File: config.mk
export PLATFORM = sky130hd
export DESIGN_NAME = add_arbiter
export DESIGN_NICKNAME = d
export VERILOG_FILES = /design/src/rtl/add_arbiter.sv
export SDC_FILE = /design/constraint.sdc
export NUM_CORES = 1
export LEC_CHECK = 0
export CAP_MARGIN = 20
export CORE_AREA = 2 2 156 158
export CTS_CLUSTER_SIZE = 20
export DETAILED_ROUTE_END_ITERATION = 7
export DIE_AREA = 0 0 158 160
export PLACE_DENSITY = 0.67
export SLEW_MARGIN = 10
export SYNTH_ARGS = -nofsm -noshare
export SYNTH_HDL_FRONTEND = slang
export SYNTH_SLANG_ARGS = --single-unit
File: constraint.sdc
create_clock -name clk -period 1.85 [get_ports clk]
set_clock_uncertainty 0.15 [all_clocks]
set_input_delay 0.2775 -clock clk [delete_from_list [all_inputs] [get_ports clk]]
set_output_delay 0.2775 -clock clk [all_outputs]
set_load 0.03 [all_outputs]
File: src/rtl/add_arbiter.sv
// Round-robin arbiter sharing one asynchronous bundled-data adder among N
// clocked requesters through a four-phase req/fin handshake.
module add_arbiter #(
    parameter int WIDTH   = 32,
    parameter int N       = 4,
    parameter int TIMEOUT = 1023
) (
    input  logic                 clk,
    input  logic                 rst,
    input  logic [N-1:0]         req_in,
    input  logic [N*WIDTH-1:0]   a_in,
    input  logic [N*WIDTH-1:0]   b_in,
    output logic [N-1:0]         done,
    output logic [WIDTH-1:0]     sum_out,
    output logic                 cout_out,
    output logic                 err,
    output logic                 busy,
    output logic                 add_req,
    output logic [WIDTH-1:0]     add_a,
    output logic [WIDTH-1:0]     add_b,
    input  logic                 add_fin,
    input  logic [WIDTH-1:0]     add_s,
    input  logic                 add_cout
);

    localparam int CW = $clog2(TIMEOUT + 1);
    localparam int IW = (N > 1) ? $clog2(N) : 1;

    typedef enum logic [2:0] {
        S_IDLE     = 3'd0,
        S_LAUNCH   = 3'd1,
        S_WAIT_FIN = 3'd2,
        S_RELEASE  = 3'd3,
        S_DONE     = 3'd4
    } state_t;

    state_t            state_q, state_d;
    logic [IW-1:0]     last_q, last_d;
    logic [IW-1:0]     gnt_q, gnt_d;
    logic [IW-1:0]     pick_s;
    logic [CW-1:0]     cnt_q, cnt_d;
    logic              err_p_q, err_p_d;
    logic [N-1:0]      done_q, done_d;
    logic              err_q, err_d;
    logic              busy_q, busy_d;
    logic [WIDTH-1:0]  sum_q, sum_d;
    logic              cout_q, cout_d;
    logic              add_req_q, add_req_d;
    logic [WIDTH-1:0]  add_a_q, add_a_d;
    logic [WIDTH-1:0]  add_b_q, add_b_d;
    logic              sync1_q, fin_s_q;
    logic [1:0]        vld_q;

    // First requester set after 'last', wrapping around.
    function automatic logic [IW-1:0] rr_pick(input logic [N-1:0] req,
                                              input logic [IW-1:0] last);
        logic found;
        int   idx;
        rr_pick = last;
        found   = 1'b0;
        for (int k = 1; k <= N; k++) begin
            idx = (int'(last) + k) % N;
            if (!found && req[idx]) begin
                rr_pick = IW'(idx);
                found   = 1'b1;
            end
        end
    endfunction

    assign pick_s = rr_pick(req_in, last_q);

    // Two-flop synchroniser for add_fin. vld_q blocks grants until the
    // synchroniser has refilled after reset, since its cleared flops say
    // nothing about a stale fin from an aborted operation.
    always_ff @(posedge clk) begin
        if (rst) begin
            sync1_q <= 1'b0;
            fin_s_q <= 1'b0;
            vld_q   <= 2'b00;
        end else begin
            sync1_q <= add_fin;
            fin_s_q <= sync1_q;
            vld_q   <= {vld_q[0], 1'b1};
        end
    end

    // Next-state and registered-output logic of the handshake FSM.
    always_comb begin
        state_d   = state_q;
        last_d    = last_q;
        gnt_d     = gnt_q;
        cnt_d     = cnt_q;
        err_p_d   = err_p_q;
        done_d    = {N{1'b0}};
        err_d     = 1'b0;
        sum_d     = sum_q;
        cout_d    = cout_q;
        add_req_d = add_req_q;
        add_a_d   = add_a_q;
        add_b_d   = add_b_q;
        case (state_q)
            S_IDLE: begin
                if (vld_q[1] && !fin_s_q && (|req_in)) begin
                    gnt_d   = pick_s;
                    last_d  = pick_s;
                    add_a_d = a_in[int'(pick_s)*WIDTH +: WIDTH];
                    add_b_d = b_in[int'(pick_s)*WIDTH +: WIDTH];
                    state_d = S_LAUNCH;
                end else begin
                    state_d = S_IDLE;
                end
            end
            S_LAUNCH: begin
                cnt_d     = {CW{1'b0}};
                add_req_d = 1'b1;
                state_d   = S_WAIT_FIN;
            end
            S_WAIT_FIN: begin
                cnt_d = cnt_q + CW'(1);
                if (fin_s_q) begin
                    sum_d     = add_s;
                    cout_d    = add_cout;
                    err_p_d   = 1'b0;
                    add_req_d = 1'b0;
                    state_d   = S_RELEASE;
                end else if (cnt_d == CW'(TIMEOUT)) begin
                    sum_d     = {WIDTH{1'b0}};
                    cout_d    = 1'b0;
                    err_p_d   = 1'b1;
                    add_req_d = 1'b0;
                    state_d   = S_RELEASE;
                end else begin
                    state_d = S_WAIT_FIN;
                end
            end
            S_RELEASE: begin
                if (!fin_s_q) begin
                    done_d  = {{(N-1){1'b0}}, 1'b1} << gnt_q;
                    err_d   = err_p_q;
                    state_d = S_DONE;
                end else begin
                    state_d = S_RELEASE;
                end
            end
            S_DONE: begin
                state_d = S_IDLE;
            end
            default: begin
                add_req_d = 1'b0;
                state_d   = S_IDLE;
            end
        endcase
        busy_d = (state_d != S_IDLE);
    end

    // State and output registers.
    always_ff @(posedge clk) begin
        if (rst) begin
            state_q   <= S_IDLE;
            last_q    <= IW'(N - 1);
            gnt_q     <= {IW{1'b0}};
            cnt_q     <= {CW{1'b0}};
            err_p_q   <= 1'b0;
            done_q    <= {N{1'b0}};
            err_q     <= 1'b0;
            busy_q    <= 1'b0;
            sum_q     <= {WIDTH{1'b0}};
            cout_q    <= 1'b0;
            add_req_q <= 1'b0;
            add_a_q   <= {WIDTH{1'b0}};
            add_b_q   <= {WIDTH{1'b0}};
        end else begin
            state_q   <= state_d;
            last_q    <= last_d;
            gnt_q     <= gnt_d;
            cnt_q     <= cnt_d;
            err_p_q   <= err_p_d;
            done_q    <= done_d;
            err_q     <= err_d;
            busy_q    <= busy_d;
            sum_q     <= sum_d;
            cout_q    <= cout_d;
            add_req_q <= add_req_d;
            add_a_q   <= add_a_d;
            add_b_q   <= add_b_d;
        end
    end

    assign done     = done_q;
    assign err      = err_q;
    assign busy     = busy_q;
    assign sum_out  = sum_q;
    assign cout_out = cout_q;
    assign add_req  = add_req_q;
    assign add_a    = add_a_q;
    assign add_b    = add_b_q;

endmodule

### Yosys cells after proc, flatten, opt, wreduce, memory -nomap -nowiden

Index checks and enable logic that the tools add are counted.

| operators by class | value |
|---|---|
| muxes and demuxes | 34 |
| equality and inequality tests | 6 |
| shift operators | 3 |
| $lt $le $gt $ge | 4 |
| add/sub/neg operators | 5 |
| bitwise operators | 6 |
| reduce and logical (&&, ||, !) cells | 23 |

Operators by type and width:

| kind | count |
|---|---|
| $shiftx A128 B8 Y32 | 2 |
| $mux W32 | 2 |
| $mux W1 | 20 |
| $pmux W10 S2 | 1 |
| $lt A3 B4 Y1 const B | 4 |
| $pmux W3 S4 | 1 |
| $add A10 B1 Y10 const B | 1 |
| $eq A10 B10 Y1 const B | 1 |
| $bmux W1 S2 | 4 |
| $mux W2 | 4 |
| $reduce_or A2 Y1 | 4 |
| $eq A3 B2 Y1 const B | 2 |
| $reduce_and A2 Y1 | 3 |
| $reduce_or A3 Y1 | 2 |
| $logic_and A1 B1 Y1 | 5 |
| $add A2 B1 Y2 const B | 2 |
| $add A2 B2 Y2 const B | 2 |
| $and A1 B1 Y1 const A | 4 |
| $logic_not A1 Y1 | 4 |
| $reduce_bool A2 Y1 | 2 |
| $reduce_or A4 Y1 | 1 |
| $shl A1 B2 Y4 const A | 1 |
| $eq A3 B1 Y1 const B | 1 |
| $eq A3 B3 Y1 const B | 1 |
| 6 further kinds | 7 |

| storage, ports and cells | value |
|---|---|
| output and inout bits | 104 |
| flip-flop bits (word level) | 126 |
| word-level logic and storage cells | 98 |
| input port bits | 296 |

### Depth between registers and ports, before layout

| depth | value |
|---|---|
| depth after elaboration | 17 |
| mapped depth | 8 |

### Worst setup path before layout

OpenSTA, ideal clock, no wires.

| timing | value |
|---|---|
| path kind | reg-to-reg |
| start point | register cnt_q[1] |
| end point | register state_q[0] |
| setup time | 116 ps |
| arrival time | 1751 ps |
| period minus slack after synthesis | 2017 ps |
| cell stages (with the launch flop) | 7 |
| setup slack | -167 ps |
| cell sequence | dfxtp_1 > ha_1 > buf_2 > o32ai_2 > a211oi_2 > nor3_1 > a31o_2 |

| between the ends | value |
|---|---|
| longest elaborated chain between the ends | 5 |

RTL lines:

| what | line | text |
|---|---|---|
| start, declared | 41 | `logic [CW-1:0] cnt_q, cnt_d;` |
| start signal, assigned | 162 | `cnt_q <= {CW{1'b0}};` |
| start signal, assigned | 176 | `cnt_q <= cnt_d;` |
| $add A10 B1 Y10 | 119 | `cnt_d = cnt_q + CW'(1);` |
| $eq A10 B10 Y1 | 126 | `end else if (cnt_d == CW'(TIMEOUT)) begin` |
| $mux W1 | 126 |  |
| $mux W1 | 120 | `if (fin_s_q) begin` |
| $pmux W3 S4 | 101 | `case (state_q)` |
| end signal, assigned | 173 | `state_q <= state_d;` |
| end, declared | 37 | `state_t state_q, state_d;` |

Every way passes these cells.
A chain may end at the register's enable or synchronous reset.

### Final worst setup path

| timing | value |
|---|---|
| start point | register cnt_q[1] |
| end point | register sum_q[29] (netlist: sum_out[29]) |

| between the ends | value |
|---|---|
| longest elaborated chain between the ends | 4 |

RTL lines:

| what | line | text |
|---|---|---|
| $add A10 B1 Y10 | 119 |  |
| $eq A10 B10 Y1 | 126 |  |
| $reduce_bool A2 Y1 (no line) | n/a |  |
| $reduce_and A2 Y1 (no line) | n/a |  |
| end signal, assigned | 167 | `sum_q <= {WIDTH{1'b0}};` |
| end signal, assigned | 181 | `sum_q <= sum_d;` |
| end, declared | 46 | `logic [WIDTH-1:0] sum_q, sum_d;` |

Every way passes these cells.

==> flow_summary_export.csv <==
group,metric,value,unit
status,outcome,"finished with violations",
status,violations,"setup timing",
detailed_routing,wl,44500,µm
global_route,grt_max_degree,76,
setup_path,worst_ep_arrival_time,2170,ps
sta,max_freq,0.490,GHz
detailed_routing,ant_nets,0,
detailed_routing,vias_per_cell,6.28,
logic_synthesis,synth_fa_ha_area_share,0.327,%
sta,slew_violations,0,
setup_path,required,1980,ps
floorplanning,core,23800,µm²
setup_path,crit_family,"compound AO/OA/AOI/OAI gates",
sta,finalCriticalPeriod,2040,ps
job,drv_cap,0,
setup_path,critical_path_class,"reg2reg",
logic_synthesis,synth.mux.area_fraction,0,%
setup_path,slowest_delay,380,ps
sta,worst-slew-pin-transition,445,ps
logic_synthesis,yosys.area_share.simple,26.3,%
clock_network,cts_inserted_buffers,17,
floorplanning,rows,57,
logic_synthesis,yosys.area.top_type,"dfxtp_1",
pwr,p_leak,0.00604,µW
logic_synthesis,synth_seq_cells,126,
global_route,grt_pass1_wl,58900,µm
cells_and_area,fillers,1863,
detailed_routing,drtIter0Drc,1191,
logic_synthesis,ys_seq_area_share,32.9,%
logic_synthesis,ys_top_cells_by_area,"dfxtp_1 33%, o31ai_1 13%, nand4_1 11%",
cells_and_area,area_delta_synth_final,107,%
global_route,grt_util_all_layers,30.0,%
sta,whs,111,ps
logic_synthesis,netlist.area_leader.share,32.9,%
logic_synthesis,syn_avg_cell_area,8.05,µm²
setup_path,crit_path_end_kind,"flip-flop",
clock_network,clock-root-buffer,"clkbuf_16",
logic_synthesis,synth_xor_area_share,0.114,%
setup_path,crit_chain,"ha_4, a21o_1, a311oi_4, a211oi_4, buf_12, clkbuf_16, o41ai_2, a21oi_1",
logic_synthesis,synth_nets,1250,
pwr,p_per_area,635,nW/µm²
placement,place_congestion,0.922,
global_route,grt_pass1_vias,10300,
logic_synthesis,synthCells,952,
logic_synthesis,syn_area,7660,µm²
logic_synthesis,ys_types,49,
sta,period_share,110,%
clock_network,clockBufferDepth,2,
setup_path,crit_fanout,8,
logic_synthesis,synth_top_family_by_area,"compound AO/OA/AOI/OAI gates",
sta,slew_headroom,70.4,%
cells_and_area,final_cell_area,15800,µm²
floorplanning,io_pins,400,
cells_and_area,drive_gt1_share,27.6,%
placement,placed_cell_area,12800,µm²
cells_and_area,nets,1681,
setup_path,setup.worst_path.start_class,"flip-flop",
placement,dp_hpwl,26100,µm
floorplanning,die_area,25300,µm²
logic_synthesis,synth_compound_gate_area_share,31.4,%
detailed_routing,remaining_drc_errors,0,
detailed_routing,vias,10900,
placement,portBuffers,399,
pwr,peakVddDrop,0.000580,V
logic_synthesis,yosys_warnings,0,
clock_network,path_clk_slew,60,ps
detailed_routing,wire_per_inst,25.7,µm
sta,setup_viol,97,
global_route,antenna_found_initial,10,
sta,final.setup.worst_slack,-190,ps
clock_network,cts.sinks,126,
clock_network,cts_max_level,4,
global_route,grt-ovfl-total,0,
hold_path,min_path_type,"in2reg",
clock_network,cts_tree,"done",
setup_path,path_buf_inv,2,
floorplanning,dieHeight,160,µm
detailed_routing,firstDrtPassIters,8,
clock_network,clk_latency,420,ps
floorplanning,start_util,32.2,%
sta,final_hold_viol_count,0,
setup_path,slowest_stage,"dfxtp_4",
sta,rsz0062_at_grt,"yes",
floorplanning,fp.dieW,158,µm
flip-flops by register name (all words and copies together), names as in the netlist:
signal and flops:
err_p_q 1, cnt_q 10, state_q 3, vld_q 2, err 1, sync1_q 1, gnt_q 2, fin_s_q 1
sum_out 32, add_a 32, cout_out 1, busy 1, last_q 2, done 4, add_b 32, add_req 1
power breakdown:
group	leakage [µW]	switching, µW	total, µW	internal [µW]
clock network	0.000284	1380	3400	2030
registers	0.00103	95.4	2940	2840
logic	0.00473	1880	3720	1850
cell type report:
type | instances | area (µm²) | share of cell area, %
multi-input combinational | 682 | 6000 | 37.9
clock buffer | 19 | 443 | 2.80
sequential | 126 | 2540 | 16.1
timing repair buffer | 552 | 6260 | 39.6
antenna | 10 | 25.0 | 0.158
clock inverter | 13 | 139 | 0.877
inverter | 4 | 15.0 | 0.0948
tap | 324 | 405 | 2.56
cell usage after synthesis (all sizes together):
cell type	count
a21o	5
a311oi	6
o32ai	2
nor4b	1
and4	1
inv	4
o31ai	128
nand2	51
nand4	129
nor2b	3
ha	2
and2	2
buf	74
nor2	20
o41ai	33
a21oi	49
or4	1
a22oi	1
nand3	134
nor4	3
nand2b	8
nor3b	2
or2	1
nand3b	1
o21ai	7
and3	3
a31oi	4
a41oi	2
and3b	2
a22o	1
or4b	1
xnor2	1
nor3	8
clkbuf	67
dfxtp	126
a31o	1
a32o	64
a211oi	4
metrics by stage:
| step | util, % | setup WS, ps | cells | setup TNS [ps] | total power [µW] |
|---|---|---|---|---|---|
| floorplan | - | 9.71 | 952 | 0 | 4330 |
| global placement | 53.9 | -520 | 1628 | -31560 | 5720 |
| detailed placement | 53.9 | -552 | 1628 | -34020 | 5730 |
| CTS | 61.7 | -141 | 1694 | -5300 | 9590 |
| global route | 66.5 | -257 | 1730 | -14510 | 10400 |
| finish | 66.5 | -190 | 1730 | -9400 | 10100 |
tightest hold or removal path, cell delays in order:
cell and delay (ps):
buf_2 130, or2_2 170, nor3_1 60
kinds of logic (layout without fill, tap and decap cells):
family,Yosys count,count (layout)
flip-flops,126,126
XOR/XNOR,1,1
other,0,10
AND/OR/NAND/NOR,371,372
buffers and inverters,145,588
adder cells (fa/ha/maj),2,2
AO/OA/AOI/OAI,307,307
layer usage:
layer	vias to the layer above	GRT usage, %	wire, µm
li1	4756	-	-
met2	771	52.5	22200
met1	5148	33.9	15400
met4	2	13.8	2700
met3	195	7.71	4160
met5	-	0	13
repair_timing:
action                                  CTS  global route
pin swaps                                72            78
endpoints found under the hold margin     0             0
hold buffers                              0             0
endpoints found under the setup margin  198           107
gates resized for setup                 256           117
gates cloned                             17            19
setup buffers                            17             8
worst paths after layout:
kind | startpoint | endpoint | slack (ps) | cells after the start
max | cnt_q[1] | sum_out[29] | -190 | 8
min | rst | state_q[1] | 110 | 3
max reg2reg | cnt_q[1] | sum_out[29] | -190 | 8
min reg2reg | sync1_q | fin_s_q | 290 | 1
cells in the final DEF (no fill, tap or decap), drive strengths merged, types with 2 or more instances in the layout:
cell type      Yosys  routed
dlymetal6s2s       0       6
a21o               5       5
o32ai              2       2
nor2b              3       3
nand4            129     129
dfxtp            126     126
and3               3       3
diode              0      10
a31oi              4       4
a311oi             6       6
o41ai             33      33
nor3               8       8
bufinv             0       2
o31ai            128     128
dlygate4sd2        0     100
clkinv             0       7
a21oi             49      49
nand2b             8       8
clkdlybuf4s50      0     292
clkbuf            67      34
and3b              2       3
a32o              64      64
clkinvlp           0       2
nor4               3       3
nand2             51      51
nand3            134     134
o21ai              7       7
ha                 2       2
a211oi             4       4
buf               74     138
nor3b              2       2
and2               2       2
nor2              20      20
a41oi              2       2
inv                4       6
(Power assumes the default switching activity.)
